### src/rtl/pipeline_ctrl_pkg.sv
// Shared constants for the pipeline control unit: control-register map,
// STATUS layout, MEM-stage control ops, execution modes, exception codes, FSM states.
package pipeline_ctrl_pkg;

  // Control-register addresses (RDCR / WRCR ra/rd fields)
  localparam logic [4:0] CREG_ADDR_STATUS     = 5'd0;
  localparam logic [4:0] CREG_ADDR_PRE_STATUS = 5'd1;
  localparam logic [4:0] CREG_ADDR_EPC        = 5'd2;
  localparam logic [4:0] CREG_ADDR_EXP_VECTOR = 5'd3;
  localparam logic [4:0] CREG_ADDR_CAUSE      = 5'd4;
  localparam logic [4:0] CREG_ADDR_INT_MASK   = 5'd5;
  localparam logic [4:0] CREG_ADDR_IRQ        = 5'd6;

  // STATUS bit positions
  localparam int STATUS_EXE_MODE = 0;
  localparam int STATUS_INT_EN   = 1;

  // MEM-stage control operations
  localparam logic [1:0] CTRL_OP_NOP  = 2'd0;
  localparam logic [1:0] CTRL_OP_WRCR = 2'd1;
  localparam logic [1:0] CTRL_OP_EXRT = 2'd2;

  // Execution modes
  localparam logic CPU_KERNEL_MODE = 1'b0;
  localparam logic CPU_USER_MODE   = 1'b1;

  // ISA exception codes
  localparam logic [2:0] ISA_EXP_NO_EXP     = 3'd0;
  localparam logic [2:0] ISA_EXP_EXT_INT    = 3'd1;
  localparam logic [2:0] ISA_EXP_UNDEF_INSN = 3'd2;
  localparam logic [2:0] ISA_EXP_OVERFLOW   = 3'd3;
  localparam logic [2:0] ISA_EXP_MISS_ALIGN = 3'd4;
  localparam logic [2:0] ISA_EXP_TRAP       = 3'd5;
  localparam logic [2:0] ISA_EXP_PRV_VIO    = 3'd6;

  // Control FSM states
  typedef enum logic [0:0] {
    CTRL_ST_RUN   = 1'b0,
    CTRL_ST_FLUSH = 1'b1
  } ctrl_state_e;

  // STATUS value after reset and on exception entry: interrupts off, kernel mode
  function automatic logic [1:0] status_kernel_entry();
    return {1'b0, CPU_KERNEL_MODE};
  endfunction

endpackage

### src/rtl/pipeline_ctrl.sv
// Pipeline control unit: stall/flush generation, control-register file and exception FSM.
// Optional macro PIPELINE_CTRL_IRQ_EN builds the external-interrupt path (IRQ / INT_MASK registers).
module pipeline_ctrl
  import pipeline_ctrl_pkg::*;
#(
  parameter int          IRQ_W          = 8,
  parameter logic [29:0] EXP_VECTOR_RST = 30'h0
) (
  input  logic             clk,
  input  logic             reset,
  input  logic [4:0]       creg_rd_addr,
  output logic [31:0]      creg_rd_data,
  output logic             exe_mode,
  output logic             int_en,
  input  logic [IRQ_W-1:0] irq,
  input  logic             if_busy,
  input  logic             mem_busy,
  input  logic             ld_hazard,
  input  logic             mem_en,
  input  logic [29:0]      mem_pc,
  input  logic [1:0]       mem_ctrl_op,
  input  logic [4:0]       mem_dst_addr,
  input  logic [31:0]      mem_out,
  input  logic [2:0]       mem_exp_code,
  output logic             if_stall,
  output logic             id_stall,
  output logic             ex_stall,
  output logic             mem_stall,
  output logic             if_flush,
  output logic             id_flush,
  output logic             ex_flush,
  output logic             mem_flush,
  output logic [29:0]      new_pc
);

  localparam logic [1:0] STATUS_RST = {1'b0, CPU_KERNEL_MODE};

  ctrl_state_e state_r;
  ctrl_state_e state_nx_s;
  logic        flush_r;
  logic        flush_nx_s;
  logic [29:0] new_pc_r;
  logic [29:0] new_pc_nx_s;
  logic [1:0]  status_r;
  logic [1:0]  status_nx_s;
  logic [1:0]  pre_status_r;
  logic [1:0]  pre_status_nx_s;
  logic [29:0] epc_r;
  logic [29:0] epc_nx_s;
  logic [29:0] exp_vector_r;
  logic [29:0] exp_vector_nx_s;
  logic [2:0]  cause_r;
  logic [2:0]  cause_nx_s;
  logic        stall_s;
  logic        act_s;
  logic        exp_s;
  logic        int_pend_s;
  logic [31:0] rd_data_s;
  logic        unused_s;

`ifdef PIPELINE_CTRL_IRQ_EN
  logic [IRQ_W-1:0] irq_r;
  logic [IRQ_W-1:0] int_mask_r;
  logic [IRQ_W-1:0] int_mask_nx_s;

  assign int_pend_s = status_r[STATUS_INT_EN] & (|(irq_r & ~int_mask_r));
  assign unused_s   = ^mem_out[31:30];
`else
  assign int_pend_s = 1'b0;
  assign unused_s   = ^{irq, mem_out[31:30]};
`endif

  assign stall_s = if_busy | mem_busy;
  // A held MEM instruction only acts once the pipeline is moving again
  assign act_s   = (state_r == CTRL_ST_RUN) & mem_en & ~stall_s;
  assign exp_s   = (mem_exp_code != ISA_EXP_NO_EXP);

  assign if_stall  = stall_s | ld_hazard;
  assign id_stall  = stall_s;
  assign ex_stall  = stall_s;
  assign mem_stall = stall_s;

  assign if_flush  = flush_r;
  assign id_flush  = flush_r | (ld_hazard & ~stall_s);
  assign ex_flush  = flush_r;
  assign mem_flush = flush_r;

  assign new_pc    = new_pc_r;
  assign exe_mode  = status_r[STATUS_EXE_MODE];
  assign int_en    = status_r[STATUS_INT_EN];

  // Next-state and control-register update logic, in action priority order
  always_comb begin
    state_nx_s      = state_r;
    flush_nx_s      = 1'b0;
    new_pc_nx_s     = new_pc_r;
    status_nx_s     = status_r;
    pre_status_nx_s = pre_status_r;
    epc_nx_s        = epc_r;
    exp_vector_nx_s = exp_vector_r;
    cause_nx_s      = cause_r;
`ifdef PIPELINE_CTRL_IRQ_EN
    int_mask_nx_s   = int_mask_r;
`endif
    case (state_r)
      CTRL_ST_RUN: begin
        if (act_s && (exp_s || int_pend_s)) begin
          // EPC points at the squashed MEM instruction in both cases
          epc_nx_s        = mem_pc;
          cause_nx_s      = exp_s ? mem_exp_code : ISA_EXP_EXT_INT;
          pre_status_nx_s = status_r;
          status_nx_s     = status_kernel_entry();
          new_pc_nx_s     = exp_vector_r;
          state_nx_s      = CTRL_ST_FLUSH;
          flush_nx_s      = 1'b1;
        end else if (act_s && (mem_ctrl_op == CTRL_OP_EXRT)) begin
          status_nx_s = pre_status_r;
          new_pc_nx_s = epc_r;
          state_nx_s  = CTRL_ST_FLUSH;
          flush_nx_s  = 1'b1;
        end else if (act_s && (mem_ctrl_op == CTRL_OP_WRCR)) begin
          case (mem_dst_addr)
            CREG_ADDR_STATUS:     status_nx_s     = mem_out[1:0];
            CREG_ADDR_PRE_STATUS: pre_status_nx_s = mem_out[1:0];
            CREG_ADDR_EPC:        epc_nx_s        = mem_out[29:0];
            CREG_ADDR_EXP_VECTOR: exp_vector_nx_s = mem_out[29:0];
            CREG_ADDR_CAUSE:      cause_nx_s      = mem_out[2:0];
`ifdef PIPELINE_CTRL_IRQ_EN
            CREG_ADDR_INT_MASK:   int_mask_nx_s   = mem_out[IRQ_W-1:0];
`endif
            default:              cause_nx_s      = cause_r;
          endcase
        end else begin
          state_nx_s = CTRL_ST_RUN;
        end
      end
      // MEM contents are being discarded, so nothing is evaluated here
      CTRL_ST_FLUSH: state_nx_s = CTRL_ST_RUN;
      default:       state_nx_s = CTRL_ST_RUN;
    endcase
  end

  // State, flush flag, redirect PC and control-register file
  always_ff @(posedge clk) begin
    if (reset) begin
      state_r      <= CTRL_ST_RUN;
      flush_r      <= 1'b0;
      new_pc_r     <= 30'h0;
      status_r     <= STATUS_RST;
      pre_status_r <= STATUS_RST;
      epc_r        <= 30'h0;
      exp_vector_r <= EXP_VECTOR_RST;
      cause_r      <= ISA_EXP_NO_EXP;
    end else begin
      state_r      <= state_nx_s;
      flush_r      <= flush_nx_s;
      new_pc_r     <= new_pc_nx_s;
      status_r     <= status_nx_s;
      pre_status_r <= pre_status_nx_s;
      epc_r        <= epc_nx_s;
      exp_vector_r <= exp_vector_nx_s;
      cause_r      <= cause_nx_s;
    end
  end

`ifdef PIPELINE_CTRL_IRQ_EN
  // Interrupt sampling and mask register; mask resets to all-masked
  always_ff @(posedge clk) begin
    if (reset) begin
      irq_r      <= {IRQ_W{1'b0}};
      int_mask_r <= {IRQ_W{1'b1}};
    end else begin
      irq_r      <= irq;
      int_mask_r <= int_mask_nx_s;
    end
  end
`endif

  // Combinational RDCR read port; a same-cycle WRCR is not forwarded
  always_comb begin
    rd_data_s = 32'h0;
    case (creg_rd_addr)
      CREG_ADDR_STATUS:     rd_data_s = {30'h0, status_r};
      CREG_ADDR_PRE_STATUS: rd_data_s = {30'h0, pre_status_r};
      CREG_ADDR_EPC:        rd_data_s = {2'b00, epc_r};
      CREG_ADDR_EXP_VECTOR: rd_data_s = {2'b00, exp_vector_r};
      CREG_ADDR_CAUSE:      rd_data_s = {29'h0, cause_r};
`ifdef PIPELINE_CTRL_IRQ_EN
      CREG_ADDR_INT_MASK:   rd_data_s[IRQ_W-1:0] = int_mask_r;
      CREG_ADDR_IRQ:        rd_data_s[IRQ_W-1:0] = irq_r;
`endif
      default:              rd_data_s = 32'h0;
    endcase
  end

  assign creg_rd_data = rd_data_s;

endmodule

### config.mk
export PLATFORM = sky130hd
export DESIGN_NAME = pipeline_ctrl
export DESIGN_NICKNAME = d
export VERILOG_FILES = /design/src/rtl/pipeline_ctrl_pkg.sv /design/src/rtl/pipeline_ctrl.sv
export SDC_FILE = /design/constraint.sdc
export NUM_CORES = 1
export LEC_CHECK = 0
export BUFFER_PORTS_ARGS = -buffer_cell sky130_fd_sc_hd__buf_2
export CAP_MARGIN = 5
export CORE_UTILIZATION = 25
export CTS_BUF_LIST = sky130_fd_sc_hd__clkbuf_8
export CTS_CLUSTER_SIZE = 10
export DETAILED_ROUTE_END_ITERATION = 16
export GPL_TIMING_DRIVEN = 0
export SLEW_MARGIN = 30
export SYNTH_ARGS = -nofsm -noshare
export SYNTH_HDL_FRONTEND = slang
export SYNTH_SLANG_ARGS = --single-unit
### constraint.sdc
create_clock -name clk -period 3.5 [get_ports clk]
set_input_delay 0.7 -clock clk [delete_from_list [all_inputs] [get_ports clk]]
set_output_delay 0.7 -clock clk [all_outputs]
set_load 0.005 [all_outputs]
Word level (Yosys, flattened, before mapping):

Cells that the tools add are included.

* logic and storage cells: 72
* register bits after elaboration: 99
* input port bits: 91

* multiplexer cells: 23
* bitwise gates (word level): 10
* equality and inequality tests: 11
* reduce and logical (&&, ||, !) cells: 20

Operators with widths (count)
* 30-bit 2-to-1 mux: 6
* 30-bit one-hot mux with 5 select lines: 1
* 5-bit by 2-bit equality test with 1-bit output, second input constant: 4
* 2-bit 2-to-1 mux: 8
* 3-bit 2-to-1 mux: 5
* 4-bit AND reduction: 3
* 5-bit by 1-bit equality test with 1-bit output, second input constant: 2
* 5-bit by 3-bit equality test with 1-bit output, second input constant: 2
* 5-bit logical NOT: 2
* 2-bit nonzero test: 5
* 3-bit nonzero test: 3
* 5-bit AND reduction: 1
* 1-bit inverter: 4
* 1-bit AND: 3
* 1-bit logical AND: 3
* 1-bit OR: 3
* 3-bit AND reduction: 1
* 2-bit by 1-bit equality test with 1-bit output, second input constant: 1
* 2-bit equality test, second input constant: 1
* 1-bit 2-to-1 mux: 2
* 2-bit != test, second input constant: 1
* 1-bit one-hot mux with 2 select lines: 1
* 2-bit AND reduction: 1
* 2-bit OR reduction: 1

Depth between registers and ports, before layout:

Gate-level depths: netlist of the first run.

* depth in word-level cells: 7
* gate-level depth with buffers: 7
* gate-level depth less buffers: 4

Worst setup path after synthesis of the first run:

OpenSTA, ideal clock, no wires.

* path kind: input port to output port
* from: input port creg_rd_addr[4]
* to: output port creg_rd_data[10]
* stages: 5
* path slack: 0.827 ns
* arrival: 1.973 ns
* path buffers: 2
* path through: or3_1 > nor2b_1 > clkbuf_1 > clkbuf_1 > a22o_1

* longest elaborated chain between the ends: 2

Ends and longest elaborated chain
* from (decl): RTL line pipeline_ctrl.sv:11 `input logic [4:0] creg_rd_addr,`
* 5-bit by 3-bit equality test with 1-bit output (tied with other cells): RTL line pipeline_ctrl.sv:182 `case (creg_rd_addr)`
* 30-bit one-hot mux with 5 select lines *: RTL line pipeline_ctrl.sv:182
* to (decl): RTL line pipeline_ctrl.sv:12 `output logic [31:0] creg_rd_data,`

Every way passes the cells marked *; elsewhere a longest branch is shown, timed or not.

Worst setup path after layout of the first run:

* from: input port creg_rd_addr[4]
* to: output port creg_rd_data[29]

The elaborated chain is that of the path after synthesis.

==> results of run 1 <==
## sequential cells by signal (all words and copies together) (netlist names)
signal and count:
state_r 1, cause_r 3, status_r 2, new_pc 30
epc_r 30, exp_vector_r 30, pre_status_r 2
## path summary, 6_finish.rpt
kind,start,endpoint,slack [ns],depth (start not counted)
setup / recovery,creg_rd_addr[4],creg_rd_data[29],0.09,7
hold / removal,exp_vector_r[17]$_SDFFE_PP0P_,new_pc[17]$_SDFFE_PP0P_,0.47,2
setup reg to reg,state_r$_SDFF_PP0_,exp_vector_r[15]$_SDFFE_PP0P_,1.22,6
hold reg to reg,exp_vector_r[17]$_SDFFE_PP0P_,new_pc[17]$_SDFFE_PP0P_,0.47,2
## kinds of logic after synthesis
family,count (synthesis),share of synthesized area
AOI/OAI and AO/OA,170,0.2767
and+or+nand+nor,132,0.1281
DFF,98,0.4025
muxes,64,0.1314
buffers and inverters,56,0.06057
other,1,0.0007693
## per-stage QoR
step / TNS (ns) / power, µW / worst slack (ns)
4_1_cts: 0 / 2265 / 0.06610
6_report: 0 / 2243 / 0.09378
3_3_place_gp: -4.510 / 1508 / -0.2858
5_1_grt: 0 / 2343 / 0.004836
2_1_floorplan: 0 / 1368 / 0.8270
3_5_place_dp: -4.053 / 1511 / -0.2647
## per-layer routing
metal  global-route usage  part of all wire  wire [µm]
met2               0.2829              0.47       7941
met5                    0                 0          0
met3              0.03442             0.058        987
met1               0.2295              0.46       7855
met4              0.04754             0.014        243
## cell usage in the layout (no fill, tap or decap), drive strengths merged, types with 3 or more instances in the layout
cell type  instances
a211oi             7
a21oi             55
a221oi            30
a22o              27
buf              172
clkbuf            38
dfxtp             98
inv                7
mux2i             64
nand2             34
nor2              77
nor2b              4
o21a               4
o21ai             28
or3                3
or4b               3
## power breakdown
part,total [µW],internal (µW),switching (µW)
clock network,758,331,427
registers,1180,1150,27.1
logic,304,126,179
total,2240,1610,633
## worst max-delay path: cells and delay by family
family | cells | cell delay [ns]
buffers and inverters | 4 | 1.15
AND/OR/NAND/NOR | 2 | 0.57
AO/OA/AOI/OAI | 1 | 0.27
## area by class of cell
cell class / count / area, µm²
flip-flops and latches: 98 / 1962
repair buffers: 149 / 745.7
well taps: 260 / 325.3
plain buffers: 52 / 282.8
multi-input cells: 368 / 2621
clock inverters: 7 / 68.82
fillers: 2037 / 12750
clock buffers: 9 / 123.9
inverters: 4 / 15.01
==> impl_results.md, run 1 <==
* Outcome: finished clean
* Worst-margin pin slew at 0.8510 ns
* Avg Cell Area, Syn at 9.356 µm²
* #FFs+latches synth at 98
* Total Wirelength at 17030 µm
* CP max stage delay at 0.57 ns
* Hold Crit Class: reg2reg
* CP max stage cell: clkbuf_1
* DR vias at 4541
* Crit path DAT at 2.71 ns
* Hold Buf Count CTS at 0
* RePlAce Congestion at 0.7921
* Cell taking the most area after synthesis: dfxtp_1
* Max-slew headroom at 0.4327
* Net count, final at 773
* Ant. Diodes at 0
* Area Growth Syn to Fin at 26.05%
* Crit-path max FO at 10
* Total CTS buffers at 9
* Synth Warn # at 0
* Crit Path Class: in2out
* Gr ovfl total at 0
* Initial Util at 0.2580
* Clock Skew at 0.01300 ns
* Vias per inst at 4.795
* Clock Path Buffers at 2
* Netlist cell types at 45
* Crit share post-route at 0.9732
* Die area at 20060 µm²
* Hold Violations, Final at 0
* Number of synthesized flops with an enable pin at 0
* Yosys top cell area share at 0.4025
* Leakage power at 0.002435 µW
* Die Ht at 141.6 µm
* Max_cap viols at 0
* DRC at 0
* DR WL/cell at 17.98 µm
* Share of post-route cells with drive strength above 1 at 0.3304
* Fin cells at 947
* Cell mode on critical path: buf_2
* Sequential area share after synthesis at 0.4025
* First-pass GRT wire length at 25740 µm
* Post-Syn Area at 4875 µm²
* Initial DRC count at 220
* CP Capture Type: primary output
* Most frequent cells after synthesis: dfxtp_1, nor2_1, mux2i_1
* Number of global-route vias before repair at 4438
* Global-route usage over all layers at 0.1726
* IO buf count at 149
* Clk sinks at 98
* Final setup violating endpoints at 0
* Clock transition at the registers of the reported paths at 0.11 ns
* Largest net degree at the start of global routing at 17
* Count leader, synth: dfxtp_1
* Placed Cells at 931
* Post_cts resized at 2
* Clock Latency Late Sink at 0.38 ns
* CP required at 2.80 ns
* Post-route ant nets at 0
* Final Cell Area at 6145 µm²
* Cell Area, Placed at 5949 µm²
* Hold_ws at 0.4683 ns
* Hpwl dp at 12460 µm
* Synth area leaders: dfxtp_1, mux2i_1, a221oi_2
* Final core occ at 0.3252
* Setup Fix Bufs, Post-CTS at 0
* Power per cell area at 365.1 nW/µm²
* Min Tclk post-route at 3.406 ns
* RSZ-0062 raised after global routing: no
* DR pass1 iterations at 5
* Ys async rst share at 0
* CTS HTree Levels at 3
* CTS tree: done
* Gate Count Post-Synth at 521
* I/O Pins at 163
* Root Driver: clkbuf_8
* Worst path cell trace: buf_2 > or3_1 > nor2b_1 > clkbuf_2 > clkbuf_1 > a22o_1 > buf_2
* Worst VDD drop at 191.6 µV
* Worst setup SP type: input pin
* Initial antenna violation count at 0
* Ys flop type: dfxtp_1
* Core ar. at 18890 µm²
* Max-slew violation count at 0
* FP Rows at 50
* Highest clock rate at 293.6 MHz
* Die Wd at 141.6 µm
Power figures use the tool's default switching activity.
==> inputs of run 2 (changes only) <==
--- a/config.mk
+++ b/config.mk
@@ -7,11 +7,12 @@
 export LEC_CHECK = 0
 export BUFFER_PORTS_ARGS = -buffer_cell sky130_fd_sc_hd__buf_2
 export CAP_MARGIN = 5
-export CORE_UTILIZATION = 25
+export CORE_UTILIZATION = 55
 export CTS_BUF_LIST = sky130_fd_sc_hd__clkbuf_8
 export CTS_CLUSTER_SIZE = 10
 export DETAILED_ROUTE_END_ITERATION = 16
 export GPL_TIMING_DRIVEN = 0
+export PLACE_DENSITY = 0.86
 export SLEW_MARGIN = 30
 export SYNTH_ARGS = -nofsm -noshare
 export SYNTH_HDL_FRONTEND = slang
==> run 2 against run 1 <==
Sequential share of layout area rose by 0.87 points. Flip-flop and latch count stayed put. Via count rose by 9.0%. Critical endpoint is now creg_rd_data[12]. Largest power group unchanged.
==> impl_results.md, run 2 (synthesized netlist as in run 1, its figures left out) <==
* Share of post-route cells with drive strength above 1 at 0.3304
* Final Cell Area at 5982 µm²
* Clock Skew at 0.01329 ns
* Initial Util at 0.5816
* Final core occ at 0.7137
* Hold Buf Count CTS at 0
* Cell mode on critical path: buf_2
* Area Growth Syn to Fin at 22.72%
* Die area at 9244 µm²
* FILL cells at 666
* Highest clock rate at 290.9 MHz
* Clk sinks at 98
* Leakage power at 0.002448 µW
* RePlAce Congestion at 0.8501
* RSZ-0062 raised after global routing: no
* Initial DRC count at 353
* CP max stage cell: clkbuf_1
* Hpwl dp at 10660 µm
* Worst VDD drop at 196.8 µV
* Final setup violating endpoints at 0
* Net count, final at 773
* Power per cell area at 387.0 nW/µm²
* Post-route ant nets at 0
* CP Capture Type: primary output
* Total Wirelength at 15030 µm
* I/O Pins at 163
* Worst setup SP type: input pin
* Gr ovfl total at 0
* Root Driver: clkbuf_8
* FP Rows at 33
* Setup_tns at 0 ns
* DRC at 0
* Worst-margin pin slew at 0.8117 ns
* Crit share post-route at 0.9823
* Crit Path Class: in2out
* Die Ht at 96.15 µm
* DR pass1 iterations at 5
* Number of global-route vias before repair at 4734
* DR WL/cell at 18.97 µm
* Total CTS buffers at 9
* Ant. Diodes at 0
* Most frequent cells in the layout: buf_2, dfxtp_1, nor2_1
* Hold Violations, Final at 0
* IO buf count at 149
* CP max stage delay at 0.55 ns
* Max-slew headroom at 0.4547
* Clock transition at the registers of the reported paths at 0.10 ns
* Outcome: finished clean
* Crit-path max FO at 10
* Worst path cell trace: buf_2 > or3_1 > nor2b_1 > clkbuf_1 > clkbuf_2 > a22o_1 > buf_2
* DR vias at 4951
* CP required at 2.80 ns
* CTS HTree Levels at 3
* Clock Path Buffers at 2
* Min Tclk post-route at 3.438 ns
* Largest net degree at the start of global routing at 18
* Vias per inst at 6.251
* Max-slew violation count at 0
* Max_cap viols at 0
* Initial antenna violation count at 0
* Commonest non-fill, non-tap cell in the layout: buf_2
* First-pass GRT wire length at 22740 µm
* Global-route usage over all layers at 0.3286
* Core ar. at 8382 µm²
* Clock Latency Late Sink at 0.38 ns
* Die Wd at 96.15 µm
* Hold Crit Class: reg2reg
* Crit path DAT at 2.74 ns
* CTS tree: done
* Cell Area, Placed at 5756 µm²
## run 2: where the power goes
part	leakage (µW)	switching (µW)	total [µW]	internal (µW)
Sequential	0.000797	28.8	1180	1150
Clock	0.000114	421	832	410
Combinational	0.00154	176	301	125
Total	0.00245	626	2320	1690
## run 2: worst paths after layout
kind,startpoint,endpoint,slack (ns),cells after the start
worst max-delay path,creg_rd_addr[4],creg_rd_data[12],0.06,7
worst min-delay path,exp_vector_r[12]$_SDFFE_PP0P_,new_pc[12]$_SDFFE_PP0P_,0.48,2
worst max register to register,state_r$_SDFF_PP0_,epc_r[15]$_SDFFE_PP0P_,1.22,6
worst min register to register,exp_vector_r[12]$_SDFFE_PP0P_,new_pc[12]$_SDFFE_PP0P_,0.48,2
## run 2: final cells by class
class                   instances  area (µm²)  share of cell area
plain buffers                  52       282.8             0.04727
clock buffers                   9       123.9             0.02071
clock inverters                 7       100.1             0.01673
inverters                       4       15.01            0.002510
multi-input cells             368        2621              0.4382
flip-flops and latches         98        1962              0.3280
well taps                     105       131.4             0.02196
repair buffers                149       745.7              0.1247
## run 2: metal layers
layer | GRT usage | wire length (µm) | vias up
li1 | - | - | 2235
met1 | 0.3969 | 5751 | 2333
met2 | 0.5437 | 7103 | 330
met3 | 0.07267 | 1604 | 53
met4 | 0.1741 | 567 | 0
met5 | 0 | 0 | -
## run 2: per-stage QoR
stage                     hold WS [ns]  total power [µW]  cells  setup WS, ns
final                           0.4804              2315    792       0.06191
after global routing            0.5099              2391    792       0.05854
after CTS                       0.4739              2303    792        0.1237
after detailed placement        0.4596              1499    776      -0.04383
after global placement          0.4580              1487    776     -0.009355
after floorplan                 0.4426              1368    522        0.8270
## run 2: repair_timing
action                                  in CTS  in global routing
endpoints found under the setup margin      20                  0
resized for setup                            2                  0
setup buffers                                0                  0
## run 2: worst max-delay path: cells and delay by family
family	cells	cell delay (ns)
compound gates	1	0.23
buf+inv	4	1.21
simple gates	2	0.59
